**config.mk**
```make
export PLATFORM = sky130hd
export DESIGN_NAME = rx_bit_sampler
export DESIGN_NICKNAME = d
export VERILOG_FILES = /design/src/rtl/rx_bit_sampler.sv
export SDC_FILE = /design/constraint.sdc
export NUM_CORES = 1
export LEC_CHECK = 0
export ABC_AREA = 1
export BUFFER_PORTS_ARGS = -buffer_cell sky130_fd_sc_hd__buf_2
export CAP_MARGIN = 20
export CORE_ASPECT_RATIO = 1.4
export CORE_UTILIZATION = 50
export CTS_CLUSTER_DIAMETER = 120
export DETAILED_ROUTE_END_ITERATION = 8
export PLACE_DENSITY_LB_ADDON = 0.3
export RECOVER_POWER = 50
export SYNTH_ARGS = -nofsm -noshare
export SYNTH_HDL_FRONTEND = slang
export SYNTH_SLANG_ARGS = --single-unit
```
**constraint.sdc**
```tcl
create_clock -name CLK -period 4.51 [get_ports CLK]
set_clock_uncertainty 0.15 [all_clocks]
set_input_delay 1.353 -clock CLK [delete_from_list [all_inputs] [get_ports CLK]]
set_output_delay 1.353 -clock CLK [all_outputs]
set_load 0.02 [all_outputs]
```
**src/rtl/rx_bit_sampler.sv**
```systemverilog
// rx_bit_sampler: oversampling bit sampler for a UART-style receiver.
// Counts oversample edges within each bit period and takes a 3-point
// majority vote around the bit centre. It also reports the bit index within
// the frame and emits one-cycle valid/done pulses.
// Optional build macro: RX_SYNC_EN adds a 2-flop input synchronizer on RX_IN.
module rx_bit_sampler #(
    parameter int PRESCALE_W = 6
) (
    input  logic                  CLK,
    input  logic                  RST,
    input  logic                  En,
    input  logic                  RX_IN,
    input  logic [PRESCALE_W-1:0] Prescale,
    output logic                  Sampled_bit,
    output logic                  Sample_valid,
    output logic                  Bit_done,
    output logic [PRESCALE_W-1:0] Edge_cnt,
    output logic [3:0]            Bit_cnt
);

    typedef enum logic {
        ST_IDLE   = 1'b0,
        ST_SAMPLE = 1'b1
    } state_t;

    localparam logic [PRESCALE_W-1:0] P_DEFAULT = PRESCALE_W'(8);
    localparam logic [PRESCALE_W-1:0] P_MIN     = PRESCALE_W'(4);
    localparam logic [PRESCALE_W-1:0] P_MAX     = PRESCALE_W'(32);
    localparam logic [PRESCALE_W-1:0] ONE       = PRESCALE_W'(1);

    state_t                  state_q, state_d;
    logic [PRESCALE_W-1:0]   p_q, p_d;
    logic [PRESCALE_W-1:0]   edge_d;
    logic [3:0]              bit_d;
    logic                    s0_q, s0_d;
    logic                    s1_q, s1_d;
    logic                    sbit_d;
    logic                    valid_d;
    logic                    done_d;
    logic                    rx_s;

`ifdef RX_SYNC_EN
    logic sync_q1, sync_q2;

    // Two-flop synchronizer; idles high like the line itself.
    always_ff @(posedge CLK) begin
        // NOTE: non-blocking assignments keep every flop sampling the
        // pre-edge values, so sync_q2 really lags sync_q1 by one cycle.
        if (RST) begin
            sync_q1 <= 1'b1;
            sync_q2 <= 1'b1;
        end else begin
            sync_q1 <= RX_IN;
            sync_q2 <= sync_q1;
        end
    end

    assign rx_s = sync_q2;
`else
    assign rx_s = RX_IN;
`endif

    // Effective ratio: accepted only when even and within 4..32, else 8.
    // The ratio is latched at the start of each bit, so a mid-bit change of
    // Prescale only applies from the next wrap or the next frame entry.
    logic                  p_legal;
    logic                  bit_start;
    logic [PRESCALE_W-1:0] p_in_eff;
    logic [PRESCALE_W-1:0] p_cur;
    logic [PRESCALE_W-1:0] p_half;
    logic [PRESCALE_W-1:0] pt_s0, pt_s1, pt_vote, pt_last;

    assign p_legal   = ~Prescale[0] && (Prescale >= P_MIN) && (Prescale <= P_MAX);
    assign p_in_eff  = p_legal ? Prescale : P_DEFAULT;
    assign bit_start = (state_q == ST_IDLE) || (Edge_cnt == '0);
    assign p_cur     = bit_start ? p_in_eff : p_q;
    assign p_half    = p_cur >> 1;
    assign pt_s0     = p_half - ONE;
    assign pt_s1     = p_half;
    assign pt_vote   = p_half + ONE;
    assign pt_last   = p_cur - ONE;

    // Next-state, counter and sample logic.
    always_comb begin
        // NOTE: every variable gets a default first, so no path leaves one
        // unassigned and no latch is inferred.
        state_d = state_q;
        p_d     = p_q;
        edge_d  = Edge_cnt;
        bit_d   = Bit_cnt;
        s0_d    = s0_q;
        s1_d    = s1_q;
        sbit_d  = Sampled_bit;
        valid_d = 1'b0;
        done_d  = 1'b0;

        case (state_q)
            ST_IDLE:   if (En)  state_d = ST_SAMPLE;
            ST_SAMPLE: if (!En) state_d = ST_IDLE;
            default:            state_d = ST_IDLE;
        endcase

        if (En) begin
            p_d = p_cur;
            if (Edge_cnt == pt_last) begin
                edge_d = '0;
                bit_d  = (Bit_cnt == 4'hF) ? Bit_cnt : Bit_cnt + 4'd1;
                done_d = 1'b1;
            end else begin
                edge_d = Edge_cnt + ONE;
            end
            if (Edge_cnt == pt_s0) s0_d = rx_s;
            if (Edge_cnt == pt_s1) s1_d = rx_s;
            // With P=4 the vote point coincides with the last edge.
            if (Edge_cnt == pt_vote) begin
                sbit_d  = (s0_q & s1_q) | (s0_q & rx_s) | (s1_q & rx_s);
                valid_d = 1'b1;
            end
        end else begin
            // Leaving the frame drops partial samples; Sampled_bit holds.
            edge_d = '0;
            bit_d  = '0;
            s0_d   = 1'b1;
            s1_d   = 1'b1;
        end
    end

    // State register; reset overrides En and discards partial samples.
    always_ff @(posedge CLK) begin
        if (RST) begin
            state_q      <= ST_IDLE;
            p_q          <= P_DEFAULT;
            Edge_cnt     <= '0;
            Bit_cnt      <= '0;
            s0_q         <= 1'b1;
            s1_q         <= 1'b1;
            Sampled_bit  <= 1'b1;
            Sample_valid <= 1'b0;
            Bit_done     <= 1'b0;
        end else begin
            state_q      <= state_d;
            p_q          <= p_d;
            Edge_cnt     <= edge_d;
            Bit_cnt      <= bit_d;
            s0_q         <= s0_d;
            s1_q         <= s1_d;
            Sampled_bit  <= sbit_d;
            Sample_valid <= valid_d;
            Bit_done     <= done_d;
        end
    end

endmodule

```
Yosys cells after proc, flatten, opt, wreduce, memory -nomap -nowiden:

Index checks and enable logic that the tools add are counted.

* memories: 0
* memory bits (read-only): 0
* bits in latches: 0
* bits in writable memories: 0
* register bits after elaboration: 22
* word-level logic and storage cells: 43
* input port bits: 10
* output and inout port bits: 13

* shift-type cells: 0
* $lt $le $gt $ge: 2
* reductions and logical operators: 8
* add/subtract/negate cells: 5
* divide/modulo/power cells: 0
* $mul: 0
* equal/unequal tests: 5
* multiplexer cells: 5
* bitwise operators: 9

Operator list (count)
* $eq 6x6->1: 3
* $mux 6: 2
* $add 5x1->6 const B: 1
* $add 6x1->6 const B: 1
* $eq 6x5->1: 1
* $ge 6x3->1 const B: 1
* $le 6x6->1 const B: 1
* $logic_not 6->1: 1
* $sub 5x1->6 const B: 1
* $sub 6x1->6 const B: 1
* $add 4x1->4 const B: 1
* $eq 4x4->1 const B: 1
* $not 1->1: 4
* $reduce_and 2->1: 2
* $and 1x1->1: 3
* $mux 1: 3
* $reduce_or 3->1: 1
* $logic_and 1x1->1: 2
* $or 1x1->1: 2
* $reduce_or 2->1: 1
* $logic_or 1x1->1: 1

Logic depth before layout (Yosys ltp):

* depth in word-level cells: 8
* gate-level depth with buffers: 17
* gate-level depth less buffers: 17

Worst setup path after synthesis:

OpenSTA, ideal clock, no wires.

* kind: input -> register
* start: input port Prescale[2]
* end: register Sampled_bit
* stages: 15
* required time: 4244 ps
* arrival: 2831 ps
* slack: 1413 ps
* buffers on the path: 0
* library setup time: 116 ps
* cells stage by stage: nor2_1 nand2_1 nand4_1 nand2_4 nand2_1 inv_2 ha_1 xnor2_1 nand2_1 inv_1 nand2_1 nor2_1 nand3_2 o21ai_1 nand2_1

* word-level cells in the longest chain between the ends: 8
* elaborated cells on any way between the ends: 9
* those cells by class: add/sub: 1; order compare: 2; eq/ne: 1; mux: 2; reduce/logical: 3

RTL lines
* start, declared: line 13 `input logic [PRESCALE_W-1:0] Prescale,`
* $ge 6x3->1: line 73 `assign p_legal = ~Prescale[0] && (Prescale >= P_MIN) && (Prescale <= P_MAX);`
* $logic_and 1x1->1 (2 in series): line 73
* $mux 6 *: line 74 `assign p_in_eff = p_legal ? Prescale : P_DEFAULT;`
* $mux 6 *: line 76 `assign p_cur = bit_start ? p_in_eff : p_q;`
* $add 5x1->6 *: line 80 `assign pt_vote = p_half + ONE;`
* $eq 6x6->1 *: line 115 `if (Edge_cnt == pt_vote) begin`
* $reduce_and 2->1 (no source line) *
* end signal, assigned: line 147 `Sampled_bit <= sbit_d;`
* end, declared: line 14 `output logic Sampled_bit,`

Every way passes the cells marked *; elsewhere a longest branch is shown, timed or not.
A chain may end at the register's enable or synchronous reset.

Worst setup path after layout:

* start: input port Prescale[5]
* end: register Sampled_bit

The elaborated chain is that of the path after synthesis.

==> results by group <==
Power
  – Lkg Pwr: 0.769 nW
  – PD cells: 264 nW/µm²
  – Power consumption: 0.481 mW
  – Clock share of power: 38.6%
  – Sequential share of power: 42.3%
  – P_sw: 0.132 mW
  – Cell Int Power: 0.349 mW
  – Gate power share: 19.1%
  – Max IR drop VDD: 0.000187 V
  – Sw Share: 27.4%

GRT
  – First-pass GRT wire length: 6.20 mm
  – Total track usage: 22.6%
  – Grt ovf: 0
  – Initial antenna violation count: 0
  – Largest net degree at the start of global routing: 14
  – Vias in the first global route: 1450

Synth
  – Yosys warning count: 0
  – Number of synthesized flops with an enable pin: 0
  – Area leader, netlist: dfxtp_1
  – Synth async-reset ratio: 0%
  – Synthesized net count: 251
  – Unique masters post-synth: 35
  – Top_reg_cell synth: dfxtp_1
  – Synth Instances: 237
  – Avg Inst Size Synth: 6.90 µm²
  – Sequential share of the synthesized area: 26.9%
  – Synth top area share: 26.9%
  – #FFs+latches synth: 22
  – Synth Cell Area: 1640 µm²
  – Largest cells by area after synthesis: dfxtp_1 27%, nand2_1 12%, nand3_1 8.6%

Final layout
  – Fill count: 318
  – Non-Filler Instances: 300
  – Fin util: 58.3%
  – Most frequent cells in the layout: 52 x nand2_1, 28 x nand3_1, 26 x inv_1
  – Fin area: 1820 µm²
  – Area occupied by multi-input gates: 1040 µm²
  – Nets: 276
  – Share of cells above drive strength 1: 16.5%
  – Area grow syn2layout: 11.3%
  – Register area: 440 µm²
  – Ant. Diodes: 0
  – Commonest non-fill, non-tap cell in the layout: nand2_1

Setup path
  – Worst Setup End Kind: flip-flop
  – CP arrival: 3.46 ns
  – Crit Path Max Fanout: 5
  – Crit path required time: 4.53 ns
  – Crit path kind: in -> reg
  – Worst Setup Start Kind: input port

Clock network
  – Clock root cell: clkbuf_8
  – Worst-Skew Late Latency: 0.27 ns
  – Cts bufs inserted: 3
  – CTS tree: yes
  – H-tree depth: 1
  – Bufs on Longest Clock Path: 2
  – CTS clk-pin slew, worst paths: 0.09 ns
  – CTS resizes: 0
  – Post-CTS Repair Setup Buffers: 0
  – Sink Count: 22
  – Hold_buf cts: 0

Timing
  – Slew HR: 55.2%
  – Fin crit share: 76.3%
  – Final Hold Violating Endpoints: 0
  – Final Worst Setup Slack: 1.07 ns
  – Worst-margin pin slew: 0.665 ns
  – RSZ-0062 raised after global routing: false
  – Min Hold Slack: 0.319 ns
  – Max Slew Vio Count: 0
  – Final Setup Violations: 0
  – Final setup TNS: 0 ns
  – Maximum clock rate: 0.290 GHz
  – Tmin final: 3.44 ns

Run
  – Total of max-cap violations: 0

Die
  – Rows: 24
  – Die span in y: 69.7 µm
  – Core area: 3120 µm²
  – Die span in x: 50.3 µm
  – Ports: 23
  – Die area: 3510 µm²
  – Starting Density: 52.4%

Placement
  – Post-DP HPWL: 2.81 mm
  – Routability cong.: 0.872
  – Pre-CTS setup slack: 1.07 ns
  – DP Cell Count: 296
  – Placed Area: 1780 µm²
  – # port buffers: 22

Detailed routing
  – Drt pass-1 iters: 4
  – Iteration-0 DRC Markers: 51
  – Metal-1 WL: 1.50 mm
  – Met2 WL: 1.80 mm
  – Routed vias/inst: 5.25
  – Met3 WL post-DR: 85 µm
  – Top sig layer: met4
  – ANT nets after route: 0
  – DR vias: 1576
  – DR DRC count: 0
  – DR WL/cell: 11.6 µm
  – WL final: 3.49 mm

Run status
  – Status: complete, no violations

Worst hold path
  – Worst Hold Class: reg -> reg
==> final cells by class <==
class                   instances  area share (%)
flip-flops and latches         22            24.2
repair buffers                 22            5.22
clock inverters                 1            1.65
clock buffers                   3            2.27
well taps                      39            2.68
inverters                      31            6.67
multi-input cells             182            57.3
==> synth_stat cells, types with 2 or more instances <==
master and count:
xor2_1 7, xnor2_1 5, nand3_2 4, or2_1 2, a211oi_1 3, nor2_2 3
ha_1 4, dfxtp_1 22, nand2_4 3, nand3_1 28, nor2_1 25, o21ai_4 2
o21ai_1 2, inv_2 3, nand4_1 5, nand2_2 7, nand2_1 52, a21oi_1 13
inv_1 26, o21ai_0 4, nor3_1 3
==> layer usage <==
metal	track usage (%)	up-vias
li1	-	823
met1	25.8	713
met3	2.85	9
met5	0	-
met4	10.2	0
met2	40.4	31
==> power groups by stage <==
stage | clock (mW) | combinational [mW] | sequential (mW)
after floorplan | 0 | 0.0716 | 0.209
after global placement | 0 | 0.0923 | 0.208
after detailed placement | 0 | 0.0934 | 0.208
after CTS | 0.190 | 0.0938 | 0.204
after global routing | 0.199 | 0.104 | 0.205
final | 0.186 | 0.0917 | 0.204
==> state kept, by name, summed over array words and instances, names as in the netlist <==
register / flops
s1_q: 1
state_q: 1
p_q: 6
Edge_cnt: 6
s0_q: 1
Bit_cnt: 4
Sample_valid: 1
Sampled_bit: 1
Bit_done: 1
==> critical path, cell delays in order <==
cell,delay (ns)
clkbuf_1,0.18
nor2_1,0.08
a21oi_1,0.18
nand3_1,0.13
o21ai_0,0.56
nand2_1,0.21
nand2_1,0.16
xnor2_1,0.13
nand2_1,0.08
nor2_1,0.14
nand3_2,0.09
o21ai_1,0.10
nand2_1,0.06
==> kinds of logic after synthesis <==
logic type | after synthesis | synth area share, %
xor gates and xnor gates | 13 | 7.42
DFF | 22 | 26.9
AOI/OAI and AO/OA | 27 | 11.2
buffers and inverters | 33 | 8.34
and+or+nand+nor | 137 | 42.5
adders and majority gates | 5 | 3.67
==> final timing paths <==
| path | start | to | slack (ns) | cells past startpoint |
|---|---|---|---|---|
| worst max-delay path | Prescale[5] | Sampled_bit | 1.07 | 13 |
| worst min-delay path | p_q[4] | p_q[4] | 0.32 | 2 |
| worst max register to register | Edge_cnt[1] | Sampled_bit | 1.64 | 12 |
| worst min register to register | p_q[4] | p_q[4] | 0.32 | 2 |
No activity file was read; power rests on OpenSTA's default activity.
